===== config.mk =====
export PLATFORM = sky130hd
export DESIGN_NAME = expr_vector_driver_flat
export DESIGN_NICKNAME = d
export VERILOG_FILES = /design/src/rtl/expr_vector_driver_pkg.sv /design/src/rtl/expr_vector_driver_if.sv /design/src/rtl/expr_vector_driver_misr.sv /design/src/rtl/expr_vector_driver.sv /design/src/flat_wrapper.sv
export SDC_FILE = /design/constraint.sdc
export NUM_CORES = 1
export LEC_CHECK = 0
export ABC_AREA = 1
export CORE_MARGIN = 2
export CORE_UTILIZATION = 40
export CTS_CLUSTER_DIAMETER = 60
export DETAILED_ROUTE_END_ITERATION = 16
export GPL_ROUTABILITY_DRIVEN = 0
export PLACE_DENSITY = 0.72
export SYNTH_ARGS = -nofsm -noshare
export SYNTH_HDL_FRONTEND = slang
export SYNTH_SLANG_ARGS = --single-unit

===== constraint.sdc =====
create_clock -name clk -period 2.6 [get_ports clk]
set_clock_uncertainty 0.05 [all_clocks]
set_input_delay 0.39 -clock clk [delete_from_list [all_inputs] [get_ports clk]]
set_output_delay 0.39 -clock clk [all_outputs]
set_load 0.1 [all_outputs]

===== src/rtl/expr_vector_driver_pkg.sv =====
// rtl/expr_vector_driver_pkg.sv - shared widths, constants, state encoding and LFSR helper
//
// Purpose : common definitions for the expression-core vector driver.
// Contents: bus widths, MISR polynomial, LFSR tap mask, timeout limit,
//           FSM state enum, one-step Galois LFSR function.
package expr_vec_pkg;

    localparam int STIM_W = 60;
    localparam int RESP_W = 90;
    localparam int SIG_W  = 32;
    localparam int CNT_W  = 16;
    localparam int LFSR_W = 64;
    localparam int TMO_W  = 8;

    localparam logic [TMO_W-1:0]  TIMEOUT   = 8'd255;
    localparam logic [SIG_W-1:0]  MISR_POLY = 32'h04C1_1DB7;

    // Taps 64,63,61,60 expressed as bit positions 63,62,60,59 of a right-shifting Galois register.
    localparam logic [LFSR_W-1:0] LFSR_TAPS = 64'hD800_0000_0000_0000;

    typedef enum logic [1:0] {
        ST_IDLE  = 2'd0,
        ST_DRIVE = 2'd1,
        ST_WAIT  = 2'd2,
        ST_DONE  = 2'd3
    } state_e;

    // One Galois step: shift right, fold the outgoing bit back into the tap positions.
    function automatic logic [LFSR_W-1:0] lfsr_next(input logic [LFSR_W-1:0] s);
        logic [LFSR_W-1:0] shifted;
        shifted = {1'b0, s[LFSR_W-1:1]};
        return s[0] ? (shifted ^ LFSR_TAPS) : shifted;
    endfunction

endpackage


===== src/rtl/expr_vector_driver_if.sv =====
// rtl/expr_vector_driver_if.sv - stimulus/response handshake bundle between driver and core
//
// Signals:
//   stim       operand vector {a0..a5,b0..b5}, a0 at MSB
//   stim_valid stim holds a vector not yet accepted
//   stim_ready core accepts stim
//   resp       packed result {y0..y17}, y0 at MSB
//   resp_valid resp is valid for one cycle per vector
// Modports: master = driver side, slave = core side.
interface expr_vector_driver_if;
    import expr_vec_pkg::*;

    logic [STIM_W-1:0] stim;
    logic              stim_valid;
    logic              stim_ready;
    logic [RESP_W-1:0] resp;
    logic              resp_valid;

    modport master (
        output stim,
        output stim_valid,
        input  stim_ready,
        input  resp,
        input  resp_valid
    );

    modport slave (
        input  stim,
        input  stim_valid,
        output stim_ready,
        output resp,
        output resp_valid
    );

endinterface


===== src/rtl/expr_vector_driver_misr.sv =====
// rtl/expr_vector_driver_misr.sv - response fold and 32-bit MISR signature register
//
// Ports:
//   clk    in  clock, rising edge
//   rst_n  in  asynchronous active-low reset
//   clr    in  synchronous clear of the signature (start of run)
//   en     in  absorb resp this cycle
//   resp   in  RESP_W packed result
//   sig    out SIG_W signature state
module expr_misr
    import expr_vec_pkg::*;
(
    input  logic              clk,
    input  logic              rst_n,
    input  logic              clr,
    input  logic              en,
    input  logic [RESP_W-1:0] resp,
    output logic [SIG_W-1:0]  sig
);

    localparam int HI_W = RESP_W - 2 * SIG_W;

    logic [SIG_W-1:0] r_sig;
    logic [SIG_W-1:0] w_fold;
    logic [SIG_W-1:0] w_next;

    // The 90-bit result is folded to 32 bits; the 26-bit top slice is zero-extended.
    always_comb begin
        w_fold = {{(SIG_W-HI_W){1'b0}}, resp[RESP_W-1:2*SIG_W]}
               ^ resp[2*SIG_W-1:SIG_W]
               ^ resp[SIG_W-1:0];
        w_next = {r_sig[SIG_W-2:0], 1'b0}
               ^ (r_sig[SIG_W-1] ? MISR_POLY : '0)
               ^ w_fold;
    end

    always_ff @(posedge clk or negedge rst_n) begin
        if (!rst_n) begin
            r_sig <= '0;
        end else if (clr) begin
            r_sig <= '0;
        end else if (en) begin
            r_sig <= w_next;
        end
    end

    assign sig = r_sig;

endmodule


===== src/rtl/expr_vector_driver.sv =====
// rtl/expr_vector_driver.sv - LFSR stimulus generator and MISR response compactor for expression cores
//
// Ports:
//   clk        in   clock, rising edge
//   rst_n      in   asynchronous active-low reset
//   start      in   one-cycle pulse, begins a run when not busy
//   seed       in   32-bit LFSR seed, sampled on accepted start
//   num_vec    in   vectors per run, sampled on accepted start
//   vif        master side of the stim/resp handshake
//   busy       out  run in progress (DRIVE or WAIT)
//   done       out  run finished, held until next accepted start
//   err        out  response timeout occurred in this run
//   signature  out  MISR state
//   vec_count  out  responses absorbed this run
module expr_vector_driver
    import expr_vec_pkg::*;
(
    input  logic                 clk,
    input  logic                 rst_n,
    input  logic                 start,
    input  logic [31:0]          seed,
    input  logic [CNT_W-1:0]     num_vec,
    expr_vector_driver_if.master vif,
    output logic                 busy,
    output logic                 done,
    output logic                 err,
    output logic [SIG_W-1:0]     signature,
    output logic [CNT_W-1:0]     vec_count
);

    localparam logic [1:0] S_IDLE  = ST_IDLE;
    localparam logic [1:0] S_DRIVE = ST_DRIVE;
    localparam logic [1:0] S_WAIT  = ST_WAIT;
    localparam logic [1:0] S_DONE  = ST_DONE;

    logic [1:0]        r_state;
    logic [LFSR_W-1:0] r_lfsr;
    logic [CNT_W-1:0]  r_num_vec;
    logic [CNT_W-1:0]  r_vec_count;
    logic [TMO_W-1:0]  r_tmo;
    logic              r_err;

    logic              w_start_ok;
    logic              w_stim_hs;
    logic              w_resp_hit;
    logic [CNT_W-1:0]  w_vec_inc;
    logic [SIG_W-1:0]  w_sig;

    // A new run may only begin from a quiescent state; start during DRIVE/WAIT is dropped.
    assign w_start_ok = start && ((r_state == S_IDLE) || (r_state == S_DONE));
    assign w_stim_hs  = (r_state == S_DRIVE) && vif.stim_ready;
    // Responses are only meaningful while a vector is outstanding.
    assign w_resp_hit = (r_state == S_WAIT) && vif.resp_valid;
    assign w_vec_inc  = r_vec_count + {{(CNT_W-1){1'b0}}, 1'b1};

    always_ff @(posedge clk or negedge rst_n) begin
        if (!rst_n) begin
            r_state     <= S_IDLE;
            r_lfsr      <= '0;
            r_num_vec   <= '0;
            r_vec_count <= '0;
            r_tmo       <= '0;
            r_err       <= 1'b0;
        end else begin
            case (r_state)
                S_IDLE, S_DONE: begin
                    if (w_start_ok) begin
                        // {~seed,seed} can never be all zeros, so the LFSR cannot lock up.
                        r_lfsr      <= {~seed, seed};
                        r_num_vec   <= num_vec;
                        r_vec_count <= '0;
                        r_tmo       <= '0;
                        r_err       <= 1'b0;
                        r_state     <= (num_vec == '0) ? S_DONE : S_DRIVE;
                    end
                end
                S_DRIVE: begin
                    // LFSR holds while stalled so stim stays stable until accepted.
                    if (w_stim_hs) begin
                        r_lfsr  <= lfsr_next(r_lfsr);
                        r_tmo   <= '0;
                        r_state <= S_WAIT;
                    end
                end
                S_WAIT: begin
                    if (vif.resp_valid) begin
                        r_vec_count <= w_vec_inc;
                        r_tmo       <= '0;
                        r_state     <= (w_vec_inc == r_num_vec) ? S_DONE : S_DRIVE;
                    end else if (r_tmo == TIMEOUT) begin
                        r_err   <= 1'b1;
                        r_state <= S_DONE;
                    end else begin
                        r_tmo <= r_tmo + {{(TMO_W-1){1'b0}}, 1'b1};
                    end
                end
                default: begin
                    r_state <= S_IDLE;
                end
            endcase
        end
    end

    expr_misr u_misr (
        .clk   (clk),
        .rst_n (rst_n),
        .clr   (w_start_ok),
        .en    (w_resp_hit),
        .resp  (vif.resp),
        .sig   (w_sig)
    );

    assign vif.stim       = r_lfsr[STIM_W-1:0];
    assign vif.stim_valid = (r_state == S_DRIVE);

    assign busy      = (r_state == S_DRIVE) || (r_state == S_WAIT);
    assign done      = (r_state == S_DONE);
    assign err       = r_err;
    assign signature = w_sig;
    assign vec_count = r_vec_count;

endmodule


===== src/flat_wrapper.sv =====
// flat-port wrapper written by rule: the top's interface ports become plain ports
module expr_vector_driver_flat import expr_vec_pkg::*;
  (clk, rst_n, start, seed, num_vec, busy, done, err, signature, vec_count, vif_stim, vif_stim_valid, vif_stim_ready, vif_resp, vif_resp_valid);
  expr_vector_driver_if vif_i ();
  input  logic clk;
  input  logic rst_n;
  input  logic start;
  input  logic [31:0] seed;
  input  logic [CNT_W-1:0] num_vec;
  output logic busy;
  output logic done;
  output logic err;
  output logic [SIG_W-1:0] signature;
  output logic [CNT_W-1:0] vec_count;
  output wire logic [$bits(vif_i.stim)-1:0] vif_stim;
  output wire logic [$bits(vif_i.stim_valid)-1:0] vif_stim_valid;
  input wire logic [$bits(vif_i.stim_ready)-1:0] vif_stim_ready;
  input wire logic [$bits(vif_i.resp)-1:0] vif_resp;
  input wire logic [$bits(vif_i.resp_valid)-1:0] vif_resp_valid;
  assign vif_stim = vif_i.stim;
  assign vif_stim_valid = vif_i.stim_valid;
  assign vif_i.stim_ready = vif_stim_ready;
  assign vif_i.resp = vif_resp;
  assign vif_i.resp_valid = vif_resp_valid;
  expr_vector_driver u_core (.clk(clk), .rst_n(rst_n), .start(start), .seed(seed), .num_vec(num_vec), .vif(vif_i), .busy(busy), .done(done), .err(err), .signature(signature), .vec_count(vec_count));
endmodule

==> summary.md, run 1 <==
| Metric | Value |
|---|---|
| Outcome | completed |
| Hold Path Class | primary input to asynchronous set/reset pin |
| Worst Setup Path Type | flop to flop |
| Fin. Hold Viols | 0 |
| First-pass GRT wire length | 35000 um |
| Largest net degree at the start of global routing | 85 |
| CP startpoint kind | flop |
| Post-synth cell types | 42 |
| Worst Path Buf+Inv | 3 |
| Post_cts resized | 0 |
| Share of flip-flops with an asynchronous set or reset | 100% |
| Clk buf depth | 2 |
| Fin area | ~11000 um^2 |
| Setup Total Neg Slack | 0 ns |
| Drc violations | 0 |
| Seq/Total Area, Yosys | 42.7% |
| Syn Area/Cell | 8.29 um^2 |
| Fin. max-slew vios | 0 |
| Crit path max fanout | 18 |
| I/O pins | 255 |
| Total GRT Usage | 20.3% |
| Crit-path max cell delay | 0.40 ns |
| Register-to-Register Path Depth | 9 |
| Hold_ws | 0.393 ns |
| Die Span Y | 147 um |
| Non-filler cells, final | 1456 |
| Min Tclk post-route | 2.22 ns |
| # rows | 52 |
| Port Buffers | between 200 and 300 |
| CTS tree | built |
| Syn Nets | 1131 |
| Via count | 7106 |
| Slowest CP cell | dfrtp_1 |
| CP required | 2.88 ns |
| Number of hold buffers added after CTS | 1 |
| Crit-path leading delay family | simple AND/OR/NAND/NOR gates |
| DIE AREA | 21500 um^2 |
| CP Cell Sequence | inv_1 > ha_1 > inv_2 > or2_1 > nand2_2 > nor2_4 > buf_4 > nand2_1 > o21ai_0 |
| Number of synthesized flops with an enable pin | 0 |
| Mapped Cells | 982 |
| N_diodes | 0 |
| Slew margin rel. | a little over half |
| Synth area leader | dfrtp_1 |
| Top FF cell, synth | dfrtp_1 |
| Yosys warnings | 0 |
| Number of cells on the critical path | 9 |
| Post-DR wirelength/cell | 15.0 um |
| Initial Util | 40.5% |
| Root Driver | clkbuf_16 |
| Post-DP HPWL | between 15000 and 20000 um |
| Die span in x | 147 um |
| Layout cells sized above 1 | around 17% |
| Vias in the first global route | 6843 |
| Max Fclk | 450 MHz |
| Critical path arrival | 2.50 ns |
| Yosys top cell area share | a little over two fifths |
| Final setup vio count | 0 |
| DR pass1 iterations | 5 |
| Routed Antenna Nets | 0 |
| Final WL | 21800 um |
| Clock transition at path regs | 0.06 ns |
| CTS Buf Count | 17 |
| Top cells by area, synth | dfrtp_1, nand2_1, o21ai_0 |
| Antenna violations before repair | 0 |
| Worst-Margin Slew | 0.706 ns |
| Part of the cycle the worst path needs | 85.4% |
| Clock insertion delay at the later pin of the skew report | 0.42 ns |
| Post-Syn Area | a little over 8000 um^2 |
| Max Cap Violations | 0 |
| Area Overhead vs Synth | 34.2% |
| Post-CTS setup buffers | 0 |
| RSZ-0062 raised after global routing | no |
| Total congestion overflow | 0 |
| Vias per cell | 4.88 |
| Core box area | 20100 um^2 |
| Clock Sinks | approximately 140 |
| DR iter-0 viols | 391 |
| Yosys reg bits | 139 |
| Dpl cell area | 10300 um^2 |
| Worst Setup End Kind | flop |
| Dpl cells | approximately 1400 |
| Htree depth | 4 |
| Fin nets | 1322 |
==> sequential cells by signal (all words and copies together) (netlist names) <==
| signal | count |
|---|---|
| u_core.r_tmo | 8 |
| u_core.r_lfsr | 64 |
| u_core.vec_count | 16 |
| u_core.r_state | 2 |
| u_core.err | 1 |
| u_core.r_num_vec | 16 |
| u_core.u_misr.sig | 32 |
==> path summary, 6_finish.rpt <==
kind	start	end	slack [ns]
worst max register to register	u_core.r_state[0]	u_core.r_lfsr[28]	0.38
worst min register to register	u_core.r_tmo[7]	u_core.r_tmo[7]	0.44
max in group asynchronous	rst_n	u_core.r_lfsr[35]	1.29
worst max-delay path	u_core.r_state[0]	u_core.r_lfsr[28]	0.38
min in group clk	u_core.r_tmo[7]	u_core.r_tmo[7]	0.44
worst min-delay path	rst_n	u_core.r_lfsr[58]	0.39
==> logic make-up after synthesis <==
logic type | Yosys count | synth area share [%]
AOI/OAI and AO/OA | 198 | 13.7
xor gates and xnor gates | 112 | 12.6
adders and majority gates | 6 | 0.922
buffers and inverters | 189 | 11.7
DFF | 139 | 42.7
muxes | 1 | 0.138
and+or+nand+nor | 337 | 18.3
==> through the flow <==
stage	worst slack, ns	util (%)
floorplan	0.0426	-
global placement	0.404	51.3
detailed placement	0.407	51.3
CTS	0.367	54.3
global route	0.229	54.3
finish	0.379	54.3
==> worst register-to-register path: cells and delay by family (launching register included) <==
family          cells  cell delay, ns
compound gates      1            0.16
flops               1            0.40
buf+inv             3            0.44
simple gates        4            0.75
fa+ha+maj           1            0.34
==> metal layers <==
metal / global-route usage, % / part of all wire [%] / vias up
met2: 33.8 / 50 / 197
li1: - / - / 3542
met5: 0 / 0 / -
met1: 25.3 / 42 / 3330
met3: 4.81 / 5.0 / 37
met4: 8.64 / 3.0 / 0
==> area by class of cell <==
type / instances / area, um^2
inverter: 87 / 328
clock buffer: 22 / 494
clock inverter: 10 / 114
sequential: 139 / 3480
timing repair buffer: 274 / 2450
tap: 270 / 338
fill: 1868 / 9180
multi-input combinational: 654 / 3720
==> placed cells by master (no fill, tap or decap), drive strengths merged, types with 4 or more instances in the layout <==
| cell type | n |
|---|---|
| nand2 | 199 |
| clkdlybuf4s50 | 141 |
| dfrtp | 139 |
| o21ai | 133 |
| buf | 132 |
| inv | 85 |
| xor2 | 60 |
| nand3 | 56 |
| xnor2 | 49 |
| nor2 | 39 |
| o211ai | 29 |
| clkbuf | 22 |
| or2 | 21 |
| o22ai | 15 |
| a21oi | 10 |
| nand4 | 8 |
| ha | 6 |
| nor3 | 6 |
| clkinv | 6 |
| o31ai | 4 |
| nand3b | 4 |
| clkinvlp | 4 |
==> cell usage after synthesis (all sizes together), types with 2 or more instances <==
cell / instances
nand3b: 4
xnor3: 2
clkinv: 2
o22ai: 15
inv: 85
nand3: 56
o21ai: 133
buf: 71
nand2: 199
a31oi: 2
nand4: 8
o41ai: 3
o211ai: 29
nor3b: 2
o31ai: 4
clkbuf: 31
xor2: 60
nor2: 39
a21oi: 10
dfrtp: 139
nor3: 6
ha: 6
xnor2: 49
or2: 21
Power of run 1 is not shown: default switching activity piles up to over one toggle a cycle in this logic, so the estimate is an artifact.
==> run 2: changes to the inputs <==
--- a/config.mk
+++ b/config.mk
@@ -7,11 +7,11 @@
 export LEC_CHECK = 0
 export ABC_AREA = 1
 export CORE_MARGIN = 2
-export CORE_UTILIZATION = 40
+export CORE_UTILIZATION = 48
 export CTS_CLUSTER_DIAMETER = 60
 export DETAILED_ROUTE_END_ITERATION = 16
 export GPL_ROUTABILITY_DRIVEN = 0
-export PLACE_DENSITY = 0.72
+export PLACE_DENSITY = 0.84
 export SYNTH_ARGS = -nofsm -noshare
 export SYNTH_HDL_FRONTEND = slang
 export SYNTH_SLANG_ARGS = --single-unit
==> run 2 against run 1 <==
Die area is 16% lower. Utilization grew 11 points. Critical path depth did not move. Global-route usage grew 3.9 points. Sequential cell count is the same. First-iteration DRC count grew 10%. Worst hold slack improved by 0.057 ns. Routed wire length decreased by 1.1%. Count of clock-buffer cells in the layout decreased by 3. Setup slack gained 0.087 ns.
==> summary.md, run 2 (synthesis results as in run 1) <==
| Metric | Value |
|---|---|
| Outcome | completed |
| Die span in x | between 100 and 150 um |
| Worst Setup End Kind | flop |
| DR iter-0 viols | roughly 430 |
| Critical path arrival | 2.42 ns |
| Worst-Margin Slew | a little over 0.7 ns |
| Final setup vio count | 0 |
| Largest register FFs | 64 |
| CP startpoint kind | flop |
| Post-DR wirelength/cell | around 15 um |
| Max Fclk | 469 MHz |
| RSZ-0062 raised after global routing | no |
| Post-CTS setup buffers | 0 |
| Post-DP HPWL | 15800 um |
| CTS tree | built |
| CTS Buf Count | 17 |
| Clock transition at path regs | about 0.060 ns |
| Part of the cycle the worst path needs | 82.1% |
| Htree depth | 4 |
| Antenna violations before repair | 0 |
| Total GRT Usage | between 20% and 30% |
| Top reg by flops | u_core.r_lfsr |
| Fin. Hold Viols | 0 |
| Die Span Y | roughly 130 um |
| # rows | 47 |
| R2R Setup Slk | 0.47 ns |
| CP required | approximately 2.9 ns |
| Routed Antenna Nets | 0 |
| Commonest non-fill, non-tap cells in the layout | nand2_1, clkdlybuf4s50_1, dfrtp_1 |
| Pre-CTS WS | approximately 0.49 ns |
| Largest net degree at the start of global routing | 78 |
| Vias in the first global route | 7174 |
| Vias per cell | 5.19 |
| Fin nets | approximately 1300 |
| Clock insertion delay at the later pin of the skew report | around 0.4 ns |
| Fin. max-slew vios | 0 |
| Final WL | approximately 22000 um |
| Hold Path Class | primary input to asynchronous set/reset pin |
| Setup Total Neg Slack | 0 ns |
| Clk buf depth | 2 |
| Slew margin rel. | 53.0% |
| Layout cells sized above 1 | 16.8% |
| Number of hold buffers added after CTS | 1 |
| I/O pins | ~260 |
| Drc violations | 0 |
| Hold_ws | 0.450 ns |
| Port Buffers | 254 |
| Max Cap Violations | 0 |
| Initial Util | 49.1% |
| First-pass GRT wire length | 35000 um |
| Worst Setup Path Type | flop to flop |
| Core box area | 16600 um^2 |
| Min Tclk post-route | 2.13 ns |
| Root Driver | clkbuf_16 |
| N_diodes | 0 |
| Final Worst Setup Slack | 0.466 ns |
| DR pass1 iterations | 5 |
| DIE AREA | 18000 um^2 |
| Post_cts resized | 0 |
| Area Overhead vs Synth | 33.8% |
| Clock Sinks | 139 |
| Crit path max fanout | 29 |
| Most common cell after layout, fill and taps aside | nand2_1 |
| Via count | between 7000 and 8000 |
| Total congestion overflow | 0 |
run 2: changes by cell type in the layout (fill, tap and decap cells not counted):
cell       change
bufinv_16      +4
clkbuf_8       -4
buf_12         -1
buf_4          -1
clkbuf_1       +1
clkinv_2       -1
clkinv_4       -1
run 2: worst max-delay path: stages (launching register included):
cell	delay (ns)
dfrtp_1	0.41
inv_1	0.07
ha_1	0.33
inv_2	0.08
or2_1	0.18
nand2_2	0.15
nor2_4	0.22
buf_4	0.33
nand2_1	0.08
o21ai_0	0.14
run 2: path summary, 6_finish.rpt:
path	start	to	depth (start not counted)
setup / recovery	u_core.r_state[0]	u_core.r_lfsr[30]	9
min in group clk	u_core.r_tmo[7]	u_core.r_tmo[7]	2
max in group asynchronous	rst_n	u_core.r_num_vec[5]	3
setup reg to reg	u_core.r_state[0]	u_core.r_lfsr[30]	9
hold reg to reg	u_core.r_tmo[7]	u_core.r_tmo[7]	2
hold / removal	rst_n	u_core.r_lfsr[23]	2
run 2: layout make-up:
type,instances,area (um^2)
Fill cell,1376,5690
Multi-Input combinational cell,654,3720
Sequential cell,139,3480
Timing Repair Buffer,272,2430
Clock buffer,19,443
Inverter,87,328
Tap cell,220,275
Clock inverter,12,220
run 2: stage by stage:
step	utilization, %	cells	cell area (um^2)
after detailed placement	61.6	1371	10200
after floorplan	-	982	8140
final	65.7	1403	10900
after CTS	65.7	1403	10900
after global routing	65.7	1403	10900
after global placement	61.6	1371	10200
run 2: layer usage:
metal	share of wire, %	GRT usage, %	vias up
met1	41	29.9	3455
met4	3.3	10.4	0
met5	0	0	-
li1	-	-	3532
met3	4.5	4.54	47
met2	51	41.7	249
Power of run 2 is left out for the same reason.
